<file path="src/rtl/fifo_drain_pkg.sv">
// Shared constants and sizing helpers for the FIFO read-side drain stage.
package fifo_drain_pkg;

    localparam int unsigned DEF_WIDTH     = 8;
    localparam int unsigned DEF_BUF_DEPTH = 3;
    localparam int unsigned DEF_CNT_W     = 16;

    // Bits needed to hold a count from 0 to depth inclusive.
    function automatic int unsigned occ_w(input int unsigned depth);
        return $clog2(depth + 1);
    endfunction

endpackage

</file>
<file path="src/rtl/drain_ring_buf.sv">
// Circular buffer with push/pop/clear; indices wrap at DEPTH (any value >= 2).
module drain_ring_buf
    import fifo_drain_pkg::*;
#(
    parameter int unsigned WIDTH = DEF_WIDTH,
    parameter int unsigned DEPTH = DEF_BUF_DEPTH
) (
    input  logic                      clk,
    input  logic                      rst_n,
    input  logic                      clear,
    input  logic                      push,
    input  logic [WIDTH-1:0]          push_data,
    input  logic                      pop,
    output logic [occ_w(DEPTH)-1:0]   count,
    output logic [WIDTH-1:0]          head_data
);

    localparam int unsigned IDX_W = $clog2(DEPTH);
    localparam int unsigned OCC_W = occ_w(DEPTH);

    logic [WIDTH-1:0] mem [DEPTH];
    logic [IDX_W-1:0] wr_idx;
    logic [IDX_W-1:0] rd_idx;

    function automatic logic [IDX_W-1:0] wrap_inc(input logic [IDX_W-1:0] idx);
        return (idx == IDX_W'(DEPTH - 1)) ? '0 : idx + 1'b1;
    endfunction

    assign head_data = mem[rd_idx];

    // Clear drops a same-cycle push; the caller never pops an empty buffer.
    always_ff @(posedge clk) begin
        if (!rst_n) begin
            wr_idx <= '0;
            rd_idx <= '0;
            count  <= '0;
            for (int unsigned i = 0; i < DEPTH; i++) begin
                mem[IDX_W'(i)] <= '0;
            end
        end else if (clear) begin
            wr_idx <= '0;
            rd_idx <= '0;
            count  <= '0;
        end else begin
            if (push) begin
                mem[wr_idx] <= push_data;
                wr_idx      <= wrap_inc(wr_idx);
            end
            if (pop) begin
                rd_idx <= wrap_inc(rd_idx);
            end
            count <= count + OCC_W'(push) - OCC_W'(pop);
        end
    end

endmodule

</file>
<file path="src/rtl/fifo_drain.sv">
// Read-side stage for the synchronous FIFO: pops into a small ring buffer and
// re-presents words on valid/ready with no ready-to-rd_en combinational path.
module fifo_drain
    import fifo_drain_pkg::*;
#(
    parameter int unsigned WIDTH     = DEF_WIDTH,
    parameter int unsigned BUF_DEPTH = DEF_BUF_DEPTH,
    parameter int unsigned CNT_W     = DEF_CNT_W
) (
    input  logic                          clk,
    input  logic                          rst_n,
    input  logic                          fifo_empty,
    output logic                          fifo_rd_en,
    input  logic [WIDTH-1:0]              fifo_dout,
    output logic                          out_valid,
    input  logic                          out_ready,
    output logic [WIDTH-1:0]              out_data,
    input  logic                          flush,
    output logic [occ_w(BUF_DEPTH)-1:0]   occupancy,
    output logic [CNT_W-1:0]              beat_cnt
);

    localparam int unsigned OCC_W = occ_w(BUF_DEPTH);
    localparam int unsigned SUM_W = OCC_W + 1;

    logic             inflight;
    logic             xfer;
    logic [SUM_W-1:0] pending;

    // Reserve a slot for the word already in flight before popping again.
    assign pending    = SUM_W'(occupancy) + SUM_W'(inflight);
    assign fifo_rd_en = !fifo_empty && !flush && (pending < SUM_W'(BUF_DEPTH));
    assign out_valid  = (occupancy != '0);
    assign xfer       = out_valid && out_ready;

    drain_ring_buf #(
        .WIDTH (WIDTH),
        .DEPTH (BUF_DEPTH)
    ) u_ring (
        .clk       (clk),
        .rst_n     (rst_n),
        .clear     (flush),
        .push      (inflight),
        .push_data (fifo_dout),
        .pop       (xfer),
        .count     (occupancy),
        .head_data (out_data)
    );

    // Flush forces rd_en low, so inflight clears without a special case.
    always_ff @(posedge clk) begin
        if (!rst_n) begin
            inflight <= 1'b0;
            beat_cnt <= '0;
        end else begin
            inflight <= fifo_rd_en;
            if (xfer) begin
                beat_cnt <= beat_cnt + 1'b1;
            end
        end
    end

endmodule

</file>
<file path="config.mk">
export PLATFORM = sky130hd
export DESIGN_NAME = fifo_drain
export DESIGN_NICKNAME = d
export VERILOG_FILES = /design/src/rtl/fifo_drain_pkg.sv /design/src/rtl/drain_ring_buf.sv /design/src/rtl/fifo_drain.sv
export SDC_FILE = /design/constraint.sdc
export NUM_CORES = 1
export LEC_CHECK = 0
export BUFFER_PORTS_ARGS = -buffer_cell sky130_fd_sc_hd__buf_2
export CORE_ASPECT_RATIO = 1.2
export CORE_MARGIN = 2
export CORE_UTILIZATION = 59
export CTS_CLUSTER_DIAMETER = 100
export CTS_CLUSTER_SIZE = 28
export DETAILED_ROUTE_END_ITERATION = 16
export PLACE_DENSITY = 0.83
export SYNTH_ARGS = -nofsm -noshare
export SYNTH_HDL_FRONTEND = slang
export SYNTH_SLANG_ARGS = --single-unit
</file>
<file path="constraint.sdc">
create_clock -name clk -period 4.5 [get_ports clk]
set_input_delay 0.9 -clock clk [delete_from_list [all_inputs] [get_ports clk]]
set_output_delay 0.9 -clock clk [all_outputs]
set_load 0.01 [all_outputs]
</file>
==> results of run 1 <==
## power breakdown
group,internal (uW),switching (uW)
logic,14.2,21.2
clock network,200,176
registers,558,3.97
total,773,201
## kinds of logic after synthesis
logic type,synth area share
AOI/OAI and AO/OA,0.0496
xor gates and xnor gates,0.0355
adders and majority gates,0.0203
buffers and inverters,0.0192
DFF,0.592
muxes,0.0892
and+or+nand+nor,0.195
## final cells by class
class | count | area (sq um) | share of cell area
Clock buffer | 15 | 146 | 0.0511
Clock inverter | 1 | 5.00 | 0.00175
Inverter | 6 | 22.5 | 0.00786
Multi-Input combinational cell | 131 | 961 | 0.336
Sequential cell | 57 | 1460 | 0.510
Tap cell | 54 | 67.6 | 0.0236
Timing Repair Buffer | 40 | 200 | 0.0699
## worst max-delay path by stage
stage                     from          endpoint  slack (ns)  cells after the start
2_1_floorplan  u_ring.count[0]        fifo_rd_en        1.95                      3
3_3_place_gp             rst_n  u_ring.mem[1][4]        1.74                      4
3_5_place_dp             rst_n  u_ring.mem[1][6]        1.56                      4
4_1_cts        u_ring.count[0]        fifo_rd_en        1.65                      4
5_1_grt        u_ring.count[0]        fifo_rd_en        1.56                      4
6_report       u_ring.count[0]        fifo_rd_en        1.67                      4
## registers in the layout, summed over array words and instances, names as in the netlist, named ones only
register       count
inflight           1
beat_cnt          16
u_ring.count       2
u_ring.mem        32
u_ring.wr_idx      2
u_ring.rd_idx      2
## metal layers
layer / share of wire / GRT usage
met1: 0.41 / 0.230
met2: 0.52 / 0.398
met5: 0 / 0
met3: 0.054 / 0.0643
met4: 0.019 / 0.114
## stage by stage
| stage | util | instances | total power, uW | hold slack (ns) | setup slack [ns] |
|---|---|---|---|---|---|
| final | 0.721 | 304 | 974 | 0.506 | 1.67 |
| after floorplan | - | 200 | 591 | 0.490 | 1.95 |
| after global placement | 0.683 | 288 | 608 | 0.490 | 1.74 |
| after CTS | 0.721 | 304 | 981 | 0.506 | 1.65 |
| after global routing | 0.721 | 304 | 1010 | 0.546 | 1.56 |
| after detailed placement | 0.683 | 288 | 609 | 0.497 | 1.56 |
## worst register-to-register path, cell delays in order (launching register included)
cell and delay [ns]:
sky130_fd_sc_hd__dfxtp_1 0.40, sky130_fd_sc_hd__inv_1 0.11, sky130_fd_sc_hd__nor4_1 0.91, sky130_fd_sc_hd__nand2b_1 0.48
## cell usage in the layout (no fill, tap or decap), types with 7 or more instances in the layout
master	count
sky130_fd_sc_hd__nor2_1	21
sky130_fd_sc_hd__mux4_2	8
sky130_fd_sc_hd__a21oi_1	7
sky130_fd_sc_hd__edfxtp_1	32
sky130_fd_sc_hd__and2_1	27
sky130_fd_sc_hd__nand3_1	7
sky130_fd_sc_hd__buf_2	40
sky130_fd_sc_hd__dfxtp_1	25
sky130_fd_sc_hd__clkbuf_8	9
==> flow_results.org, run 1 <==
** Yosys
- After synthesis, the mean cell area works out to 12.3 sq um.
- Distinct cell type count of the synthesized netlist :: 40
- Yosys instantiated no cell more often than sky130_fd_sc_hd__edfxtp_1.
- Synth Instances :: 200
- Of the post-synthesis cell area, the dominant cell type holds 0.389.
- EDFF count, synth :: 32
- Yosys warning total :: 0
- The synthesized design spends more area on one cell type than any other, namely sky130_fd_sc_hd__edfxtp_1.
- Synthesis produced a netlist with a net count of 217.
- The synthesized netlist occupies a cell area of 0.00247 sq mm.
- In the synthesized netlist the async set-or-reset flop fraction comes to 0.
- Post-synthesis sequential area ratio :: 0.592
- Main flop type after synthesis :: sky130_fd_sc_hd__edfxtp_1
- Synth top area cells :: sky130_fd_sc_hd__edfxtp_1 (39%), sky130_fd_sc_hd__dfxtp_1 (20%), sky130_fd_sc_hd__mux4_2 (7.3%), sky130_fd_sc_hd__and2_1 (6.8%), sky130_fd_sc_hd__nor2_1 (3.2%)
- Most used standard cells in the synthesized netlist :: sky130_fd_sc_hd__edfxtp_1 (32), sky130_fd_sc_hd__and2_1 (27), sky130_fd_sc_hd__dfxtp_1 (25), sky130_fd_sc_hd__nor2_1 (21), sky130_fd_sc_hd__mux4_2 (8)
- The synthesized design contains 57 register bits.

** GRT
- Via count of the first global-routing pass :: 1,618
- Initial antenna violation count :: 0
- Remaining global-route overflow :: 0
- Entering global routing, the biggest net connects 15 pins.
- Total routing resource utilization after global routing :: 0.218
- Wire length of the first global-routing pass :: 7490 um

** Power
- Maximum resistive drop on vdd :: 0.203 mV
- For this design the static power due to leakage is 0.00116 uW.
- Power Density :: 340 mW/mm^2

** Setup path
- Worst path arrival time :: 1.93 ns
- The critical path is of the flip-flop to output pin type.
- Startpoint kind of the worst setup timing path :: flip-flop
- CP Max Fanout :: 8
- The slowest stage of the critical path is the sky130_fd_sc_hd__dfxtp_1 cell.
- Worst reg2reg path depth :: 3
- Delay of the slowest critical-path stage :: 0.49 ns
- For the worst setup path, the data required time is 3.60 ns.
- Together, buffers and inverters on the worst path number 1.
- Cell mode on critical path :: sky130_fd_sc_hd__ha_1
- Delay-heaviest family, CP :: flip-flops
- In this run the critical register-to-register path is captured at u_ring.mem[1][6].
- Kind of end point of the critical path :: output pin
- R2r startpoint :: inflight
- Traced cell by cell, the critical path runs through ha_1, ha_1, a2111oi_0, buf_2.
- Slack of the worst reg-to-reg path :: 2.25 ns

** STA
- For the final database, setup skew stands at 0.00387 ns.
- Count of final hold-check violations :: 0
- Min Tclk post-route :: 2.83 ns
- Final number of setup-violating endpoints :: 0
- Measured against its own limit, the worst slew margin works out to 0.242.
- Actual transition at the worst max-transition pin :: 1.13 ns
- Post-Route Setup TNS :: 0 ns
- Share of the cycle needed by the critical path after routing :: 0.628
- RSZ-0062 raised after global routing :: no
- Highest clock frequency the design can meet :: 0.354 GHz
- Number of pins with negative max-slew slack in the final report :: 0

** Clocking
- Total CTS buffers :: 9
- Buffers inserted during post-CTS setup optimization :: 0
- Total clock sinks :: 57
- Worst skew pair latency :: 0.33 ns
- The H-tree was split into 3 levels.
- Hold repair after CTS inserted 0 buffers.
- Root buffer selected by CTS :: sky130_fd_sc_hd__clkbuf_8
- Worst-path clk slew :: 0.06 ns
- In this run, post-CTS repair resized a total of 0 instances.
- TritonCTS built the clock tree.
- The longest clock path from root to sink contains 2 buffers.

** Die
- Die Wd :: 63.1 um
- The initial utilization of the core area, before any placement, comes to 0.622.
- Std-Cell Rows :: 25
- In this run the vertical extent of the chip is 74.9 um.
- After floorplanning, the core was sized to cover 0.00397 sq mm.
- # IOs :: 41
- Die ar. :: 0.00472 sq mm

** Cells and area
- The filler cells instantiated in the layout total 302.
- From synthesis to final layout, the design area changed by 16.0%.
- The repair_antennas step left the layout with diodes totalling 0.
- Ratio of cells with drive above 1 in the final layout :: 0.256
- Final net count :: 262
- With fillers left out, the area of the finished cells amounts to 0.00286 sq mm.

** Hold path
- The tightest min-delay check is of the flip-flop to flip-flop type.
- The startpoint identified for the worst hold timing path is beat_cnt[14].
- The worst hold path passes through 2 cells.
- Capture endpoint of the worst hold path :: beat_cnt[14]

** Run status
- Status :: finished clean

** Job
- Maxcap violations :: 0

** Placement
- Input and output buffers added on the ports amount to 40.
- Standard cell area after detailed placement :: 0.00271 sq mm
- HPWL after detailed placement :: 3220 um
- The congestion estimate from routability-driven global placement came to 0.745.

** Route
- Antenna-violating nets left :: 0
- Vias :: 1,625
- Violation count after the first detailed-route iteration :: 62
- The first TritonRoute pass finished after 4 iterations.
- Routed WL :: 4370 um
- Routed via count divided by cell count :: 5.35
- Routed WL per cell :: 14.4 um
- Residual DRC :: 0
No activity file was read; power rests on OpenSTA's default activity.
==> inputs of run 2 (changes only) <==
--- a/config.mk
+++ b/config.mk
@@ -8,11 +8,11 @@
 export BUFFER_PORTS_ARGS = -buffer_cell sky130_fd_sc_hd__buf_2
 export CORE_ASPECT_RATIO = 1.2
 export CORE_MARGIN = 2
-export CORE_UTILIZATION = 59
+export CORE_UTILIZATION = 55
 export CTS_CLUSTER_DIAMETER = 100
 export CTS_CLUSTER_SIZE = 28
 export DETAILED_ROUTE_END_ITERATION = 16
-export PLACE_DENSITY = 0.83
+export PLACE_DENSITY = 0.78
 export SYNTH_ARGS = -nofsm -noshare
 export SYNTH_HDL_FRONTEND = slang
 export SYNTH_SLANG_ARGS = --single-unit
==> constraint.sdc (replaced) <==
create_clock -name clk -period 2.74 [get_ports clk]
set_input_delay 0.548 -clock clk [delete_from_list [all_inputs] [get_ports clk]]
set_output_delay 0.548 -clock clk [all_outputs]
set_load 0.01 [all_outputs]
==> run 2 against run 1 <==
Clock power increased by 110%. Cell count up 2.0%. Register-to-register slack got worse by 1.3 ns. Final area up 3.0%. Utilization shrank 3.4 points. Total power increased by 82%. Die area is 6.8% higher. Critical path depth unchanged. Critical endpoint unchanged.
==> flow_results.org, run 2 (synthesized netlist as in run 1, its figures left out) <==
** Cells and area
- The filler-free cell count of the finished design was 310 (+2.0%).
- Register with the most flip-flops :: u_ring.mem
- The number of antenna diodes was 0 (unchanged).
- Top Registers :: u_ring.mem x32, beat_cnt x16
- Ratio of cells with drive above 1 in the final layout :: 0.287 (+0.0314)
- The area growth from synthesis to layout is 19.5%.
- Leaving out fill and tap cells, the most frequent cell in the layout is sky130_fd_sc_hd__buf_2.
- Highest-count cells in the layout ignoring fill and taps :: sky130_fd_sc_hd__buf_2 (40), sky130_fd_sc_hd__edfxtp_1 (32), sky130_fd_sc_hd__and2_1 (27)
- The number of flip-flops in the largest register came to 32 (unchanged).
- The register area was 0.00146 sq mm (unchanged).
- The final layout net count came to 266 (+1.5%).
- Multi-input gate area :: 961 sq um (unchanged)
- The number of fill cells is 336 (+11%).

** Clocking
- TritonCTS built the clock tree.
- Worst skew pair latency :: 0.33 ns (about the same)
- The total CTS buffers was 9 (unchanged).
- Root buffer selected by CTS :: sky130_fd_sc_hd__clkbuf_8
- The number of buffers added for setup after CTS came to 0 (unchanged).
- The maximum clock path buffer count was 2 (unchanged).
- The clock transition at the register clock pins on the worst setup and hold paths after CTS is 0.06 ns (about the same).
- Cts-stage hold buffer count :: 0 (unchanged)
- The count of instances resized after the clock tree is built came to 0 (unchanged).
- Total clock sinks :: 57 (unchanged)
- The number of H-tree levels is 3 (unchanged).

** Power
- The total power of the final layout is 1770 uW (+82%).
- The power share of the combinational group came to 0.033 (-0.003).
- The largest voltage drop on the vdd net is 0.360 mV (+78%).
- The power dissipated by switching net loads came to 363 uW (+81%).
- Proportion of power drawn by flip-flops and latches :: 0.520 (-0.058)
- The design internal power is 1410 uW (+83%).
- The standby leakage power came to 0.00121 uW (+4.3%).
- Power Density :: 601 mW/mm^2 (+77%)
- The part of the total power dissipated in the clock network came to 0.446 (+0.060).
- Switch share :: 0.205 (-0.00174)

** Route
- The count of vias placed by the detailed router was 1,669 (+2.7%).
- Routed via count divided by cell count :: 5.38 (+0.72%)
- The number of nets with antenna violations after detailed routing was 0 (unchanged).
- Routed WL per cell :: 14.8 um (+2.8%)
- Routed WL :: 4580 um (+4.9%)
- The first-pass iteration count of the detailed router was 4 (unchanged).
- The post-detailed-route DRC marker count was 0 (unchanged).
- The DRC marker count from the first detailed-route iteration came to 99 (+60%).

** Hold path
- Capture endpoint of the worst hold path :: u_ring.mem[3][3]
- The instance count along the most critical hold path was 1 (-1).
- In this run the worst hold path is classified as input pin to flip-flop.
- HP Start :: fifo_dout[3]

** GRT
- Total routing resource utilization after global routing :: 0.197 (-0.0203)
- Remaining global-route overflow :: 0 (unchanged)
- The global-route track usage on met3 came to 0.0623 (-0.00196).
- Initial antenna violation count :: 0 (unchanged)
- Via count of the first global-routing pass :: 1,623 (+0.31%)
- Largest net degree at the start of global routing :: 15 (unchanged)
- The routing usage on met2 was 0.319 (-0.0790).
- Wire length of the first global-routing pass :: 7420 um (-0.83%)
- met2 is the most crowded layer.
- Met1 capacity usage during global routing :: 0.235 (+0.00427)

** Setup path
- CP Max Fanout :: 8 (unchanged)
- Data required time of the worst path :: 2.19 ns (-1.41 ns)
- Crit path cell chain :: ha_1, ha_1, a2111oi_0, buf_2
- Crit path buf inv count :: 1 (unchanged)
- By instance count, the cell type seen most on the critical path is sky130_fd_sc_hd__ha_1.
- The largest individual stage delay along the critical path comes from the cell sky130_fd_sc_hd__dfxtp_1.
- Terminus of the critical flop-to-flop path :: beat_cnt[14]
- The kind of cell with the highest combined delay along the critical path is flip-flops.
- R2r startpoint :: beat_cnt[0]
- The largest stage delay on the critical path is 0.48 ns (about the same).
- Worst reg2reg path depth :: 5 (+2)
- Worst path arrival time :: 1.92 ns (about the same)
- The worst setup path is of the flip-flop to output pin kind.
- Slack of the worst reg-to-reg path :: 0.97 ns (-1.28 ns)
- STA classifies the critical path startpoint as a flip-flop.
- STA classifies the critical path endpoint as an output pin.

** STA
- The worst slew slack as a fraction of its limit came to 0.632 (+0.390).
- Share of the cycle needed by the critical path after routing :: 0.899
- Maximum clock skew at final layout :: 0.00805 ns (+0.00418 ns)
- Number of pins with negative max-slew slack in the final report :: 0 (unchanged)
- Setup repair after global routing left no endpoint under its margin.
- Post-Route Setup TNS :: 0 ns (unchanged)
- Actual transition at the worst max-transition pin :: 0.552 ns (-0.574 ns)
- Min Tclk post-route :: 2.46 ns
- Highest clock frequency the design can meet :: 0.406 GHz
- Count of final hold-check violations :: 0 (unchanged)
- Final number of setup-violating endpoints :: 0 (unchanged)

** Placement
- Cell count after placement :: 294 (+2.1%)
- The placed wire-length estimate after detailed placement was 3200 um (-0.75%).
- Buffers on Ports :: 40 (unchanged)
- The final weighted congestion in routability-driven placement was 0.763 (+2.5%).

** Die
- Starting Density :: 0.575 (-0.0466)
- Die Wd :: 65.2 um (+3.3%)
- Die ar. :: 0.00505 sq mm (+6.8%)
- Std-Cell Rows :: 26 (+4.0%)
- The standard cell core area came to 0.00429 sq mm (+8.1%).
- The count of boundary I/O pins is 41 (unchanged).
- Vertical extent of the die :: 77.4 um (+3.4%)

** Job
- Maxcap violations :: 0 (unchanged)

** Run status
- Status :: finished clean
-- run 2: worst max path at each step --
stage	end	from	depth (start not counted)
finish	fifo_rd_en	u_ring.count[0]	4
global route	fifo_rd_en	u_ring.count[0]	4
CTS	fifo_rd_en	u_ring.count[0]	4
detailed placement	fifo_rd_en	u_ring.count[0]	4
global placement	fifo_rd_en	u_ring.count[0]	4
floorplan	fifo_rd_en	u_ring.count[0]	3
-- run 2: layer usage --
metal	wire length [um]	vias to the layer above
met5	0	-
met3	256	9
li1	-	823
met1	1970	786
met2	2270	51
met4	82	0
-- run 2: stage by stage --
stage | hold WS [ns] | utilization | cell area (sq um) | setup slack, ns
final | 0.432 | 0.687 | 2950 | 0.275
after global placement | 0.485 | 0.639 | 2750 | 0.693
after global routing | 0.422 | 0.687 | 2950 | 0.0148
after detailed placement | 0.499 | 0.639 | 2750 | 0.612
after CTS | 0.417 | 0.687 | 2950 | 0.241
after floorplan | 0.490 | - | 2470 | 0.539
-- run 2: power groups by stage --
stage | sequential [uW] | clock [uW] | combinational [uW]
floorplan | 939 | 0 | 32.3
global placement | 941 | 0 | 59.0
detailed placement | 942 | 0 | 59.9
CTS | 923 | 809 | 60.3
global route | 924 | 838 | 66.1
finish | 923 | 791 | 59.4
-- run 2: cell type report --
class                           instances  share of cell area
Inverter                                6             0.00763
Sequential cell                        57               0.495
Clock inverter                          5              0.0178
Tap cell                               56              0.0237
Clock buffer                           11              0.0517
Timing Repair Buffer                   44              0.0780
Multi-Input combinational cell        131               0.326
==> inputs of run 3 (changes only) <==
--- a/config.mk
+++ b/config.mk
@@ -5,14 +5,15 @@
 export SDC_FILE = /design/constraint.sdc
 export NUM_CORES = 1
 export LEC_CHECK = 0
+export ABC_AREA = 1
 export BUFFER_PORTS_ARGS = -buffer_cell sky130_fd_sc_hd__buf_2
 export CORE_ASPECT_RATIO = 1.2
 export CORE_MARGIN = 2
-export CORE_UTILIZATION = 55
+export CORE_UTILIZATION = 56
 export CTS_CLUSTER_DIAMETER = 100
 export CTS_CLUSTER_SIZE = 28
 export DETAILED_ROUTE_END_ITERATION = 16
-export PLACE_DENSITY = 0.78
+export PLACE_DENSITY = 0.79
 export SYNTH_ARGS = -nofsm -noshare
 export SYNTH_HDL_FRONTEND = slang
 export SYNTH_SLANG_ARGS = --single-unit
==> run 3 against run 2 <==
Die area rose by 1.5%. Critical path type unchanged. Register-to-register slack better by 0.17 ns. Clock skew down 0.00092 ns. Final area grew 3.1%.
==> flow_results.org, run 3 <==
** Clocking
- Total CTS buffers :: 9 (unchanged)
- The number of buffers added for setup after CTS came to 0 (unchanged).
- The root buffer cell chosen for the clock tree is sky130_fd_sc_hd__clkbuf_8.
- The maximum clock path buffer count is 2 (unchanged).
- The hold buffer count at CTS is 0 (unchanged).
- The clock net sink count came to 57 (unchanged).
- The clock transition at the register clock pins on the worst setup and hold paths after CTS is 0.06 ns (about the same).
- The latest clock arrival within the worst-skew pair is 0.33 ns (about the same).
- Cts repair resizes :: 0 (unchanged)
- CTS H-Tree Depth :: 3 (unchanged)
- TritonCTS built the clock tree.

** Route
- Routed WL per cell :: 13.7 um (-7.4%)
- The per-cell via count in the routed design came to 5.16 (-4.2%).
- Antenna-violating nets left :: 0 (unchanged)
- The first-pass iteration count of the detailed router is 4 (unchanged).
- The count of vias placed by the detailed router was 2,047 (+23%).
- Violation count after the first detailed-route iteration :: 105 (+6.1%)
- Routed WL :: 5430 um (+19%)
- The post-detailed-route DRC marker count was 0 (unchanged).

** Setup path
- Delay of the slowest critical-path stage :: 0.34 ns (-0.14 ns)
- Crit path buf inv count :: 2 (+1)
- CP Max Fanout :: 5 (-3)
- The critical path required time was 2.19 ns (about the same).
- The critical path is of the flip-flop to output pin type.
- The cell that appears most often on the critical path is sky130_fd_sc_hd__ha_1.
- Startpoint kind of the worst setup timing path :: flip-flop
- The slowest stage of the critical path is the sky130_fd_sc_hd__dfxtp_1 cell.
- Crit path cell chain :: ha_1, ha_1, nand2_1, inv_1, nor3_1, buf_2
- The arrival time at the worst endpoint is 1.54 ns (-0.38 ns).
- The worst setup path is captured at an output pin.
- Delay-heaviest family, CP :: adder cells
- The setup slack of the most critical reg-to-reg path came to 1.14 ns (+0.17 ns).

** Placement
- Buffers on Ports :: 40 (unchanged)
- HPWL after detailed placement :: 3990 um (+25%)
- Routability-driven placement congestion ratio :: 0.904 (+18%)
- Pre-CTS setup slack :: 0.859 ns (+0.247 ns)

** STA
- Final critical-path setup slack :: 0.650 ns (+0.375 ns)
- The worst slew slack as a fraction of its limit is 0.598 (-0.0340).
- The timing-limited maximum frequency came to 0.478 GHz (+18%).
- The final number of setup-violating endpoints is 0 (unchanged).
- Count of final hold-check violations :: 0 (unchanged)
- The worst setup skew after layout came to 0.00713 ns (-0.000922 ns).
- RSZ-0062 raised after global routing :: no
- Post-Route Setup TNS :: 0 ns (unchanged)
- Worst hold margin :: 0.404 ns (-0.0280 ns)
- The post-route minimum period was 2.09 ns (-0.375 ns).
- The worst-margin pin slew was 0.600 ns (+0.0478 ns).
- Number of pins with negative max-slew slack in the final report :: 0 (unchanged)
- Share of the cycle needed by the critical path after routing :: 0.763 (-0.137)

** Die
- Starting Density :: 0.591 (+0.0156)
- CORE AREA :: 0.00433 sq mm (+0.76%)
- # IOs :: 41 (unchanged)
- Std-Cell Rows :: 26 (unchanged)
- Die ar. :: 0.00512 sq mm (+1.5%)
- Vertical extent of the die :: 78.0 um (+0.78%)
- The horizontal die dimension is 65.7 um (+0.77%).

** GRT
- The aggregate global routing overflow was 0 (unchanged).
- Largest net degree at the start of global routing :: 17 (+2)
- Via count of the first global-routing pass :: 1,958 (+21%)
- The total routing resource utilization after global routing is 0.246 (+0.0488).
- Wire length of the first global-routing pass :: 9400 um (+27%)
- Initial antenna violation count :: 0 (unchanged)

** Yosys
- Synth Instances :: 285 (+43%)
- The sequential share of the synthesized area was 0.572 (-0.0200).
- The flop and latch count out of synthesis is 57 (unchanged).
- The number of flops mapped to enable cells by yosys came to 32 (unchanged).
- sky130_fd_sc_hd__edfxtp_1 takes more of the synthesized area than any other cell.
- For this run, the leading register cell type out of synthesis is sky130_fd_sc_hd__edfxtp_1.
- The distinct cell type count of the synthesized netlist is 26 (-35%).
- Most used standard cells in the synthesized netlist :: sky130_fd_sc_hd__nor2_1 (68), sky130_fd_sc_hd__nand2_1 (35), sky130_fd_sc_hd__inv_1 (33), sky130_fd_sc_hd__edfxtp_1 (32)
- Ranked by total cell area, the synthesized netlist is headed by sky130_fd_sc_hd__edfxtp_1 (38%), sky130_fd_sc_hd__dfxtp_1 (20%), sky130_fd_sc_hd__nor2_1 (10%), sky130_fd_sc_hd__nand2_1 (5.1%), sky130_fd_sc_hd__o21ai_0 (4.9%).
- Yosys warning total :: 0 (unchanged)
- Most common cell in the netlist :: sky130_fd_sc_hd__nor2_1
- Average size of a mapped cell :: 8.97 sq um (-27%)
- Async set or reset register ratio after synthesis :: 0 (unchanged)
- Area fraction of the dominant cell type after synthesis :: 0.376 (-0.0131)
- Cell area after synthesis :: 0.00256 sq mm (+3.5%)
- The number of nets in the synthesized netlist came to 302 (+39%).

** Cells and area
- Number of flip-flops in the largest register :: 32 (unchanged)
- Register with the most flip-flops :: u_ring.mem
- Area added between synthesis and finish :: 18.9%
- In the final layout, the registers with the most flip-flops are u_ring.mem x32, beat_cnt x16.
- The top cell types in the final layout, fill and taps aside, are sky130_fd_sc_hd__nor2_1 (68), sky130_fd_sc_hd__buf_2 (40), sky130_fd_sc_hd__nand2_1 (35).
- Final net count :: 353 (+33%)
- Fill cell count :: 356 (+6.0%)
- The library cell used most frequently in the layout, excluding fill and tap cells, is sky130_fd_sc_hd__nor2_1.
- The number of antenna diodes is 0 (unchanged).
- The share of post-route cells with drive strength above 1 came to 0.191 (-0.0968).

** Power
- Cell leakage power :: 0.00132 uW (+9.8%)
- Overall power :: 1810 uW (+2.2%)
- The largest voltage drop on the vdd net was 0.344 mV (-4.4%).
- The total power density per cell area was 596 mW/mm^2 (-0.83%).

** Hold path
- Min-delay worst type :: input pin to flip-flop

** Run status
- Status :: finished clean

** Job
- The max-cap violation count came to 0 (unchanged).
==> run 3: power breakdown <==
| group | switching [uW] | internal (uW) |
|---|---|---|
| clock | 312 | 507 |
| combinational | 47.1 | 24.1 |
| sequential | 6.20 | 916 |
==> run 3: stage by stage <==
| stage | cells | instance area, sq um | util |
|---|---|---|---|
| 6_report | 397 | 3040 | 0.703 |
| 2_1_floorplan | 285 | 2560 | - |
| 3_5_place_dp | 381 | 2840 | 0.656 |
| 5_1_grt | 397 | 3040 | 0.703 |
| 4_1_cts | 397 | 3040 | 0.703 |
| 3_3_place_gp | 381 | 2840 | 0.656 |
==> run 3: final timing paths <==
| path | to | startpoint | cells after the start |
|---|---|---|---|
| setup / recovery | fifo_rd_en | u_ring.count[0] | 6 |
| hold / removal | u_ring.mem[3][5] | fifo_dout[5] | 1 |
| setup reg to reg | beat_cnt[10] | u_ring.count[1] | 7 |
| hold reg to reg | beat_cnt[3] | beat_cnt[3] | 1 |
==> run 3: cell type report <==
type	instances	area (sq um)	share of cell area
Clock buffer	12	135	0.0444
Tap cell	56	70.1	0.0230
Sequential cell	57	1460	0.481
Clock inverter	4	67.6	0.0222
Inverter	35	131	0.0432
Timing Repair Buffer	44	230	0.0757
Multi-Input combinational cell	189	945	0.311
==> run 3: kinds of logic (layout without fill, tap and decap cells) <==
family	Yosys count	count (layout)	share of synthesized area
xor+xnor	1	1	0.00343
simple gates	130	130	0.230
flops	57	57	0.572
compound gates	54	54	0.116
fa+ha+maj	4	4	0.0196
buf+inv	39	95	0.0587
==> run 3: per-layer routing <==
metal	track usage	routed length [um]	vias up
met5	0	0	-
met4	0.0813	51	0
met3	0.0702	288	7
met2	0.416	2840	51
met1	0.300	2250	933
li1	-	-	1056
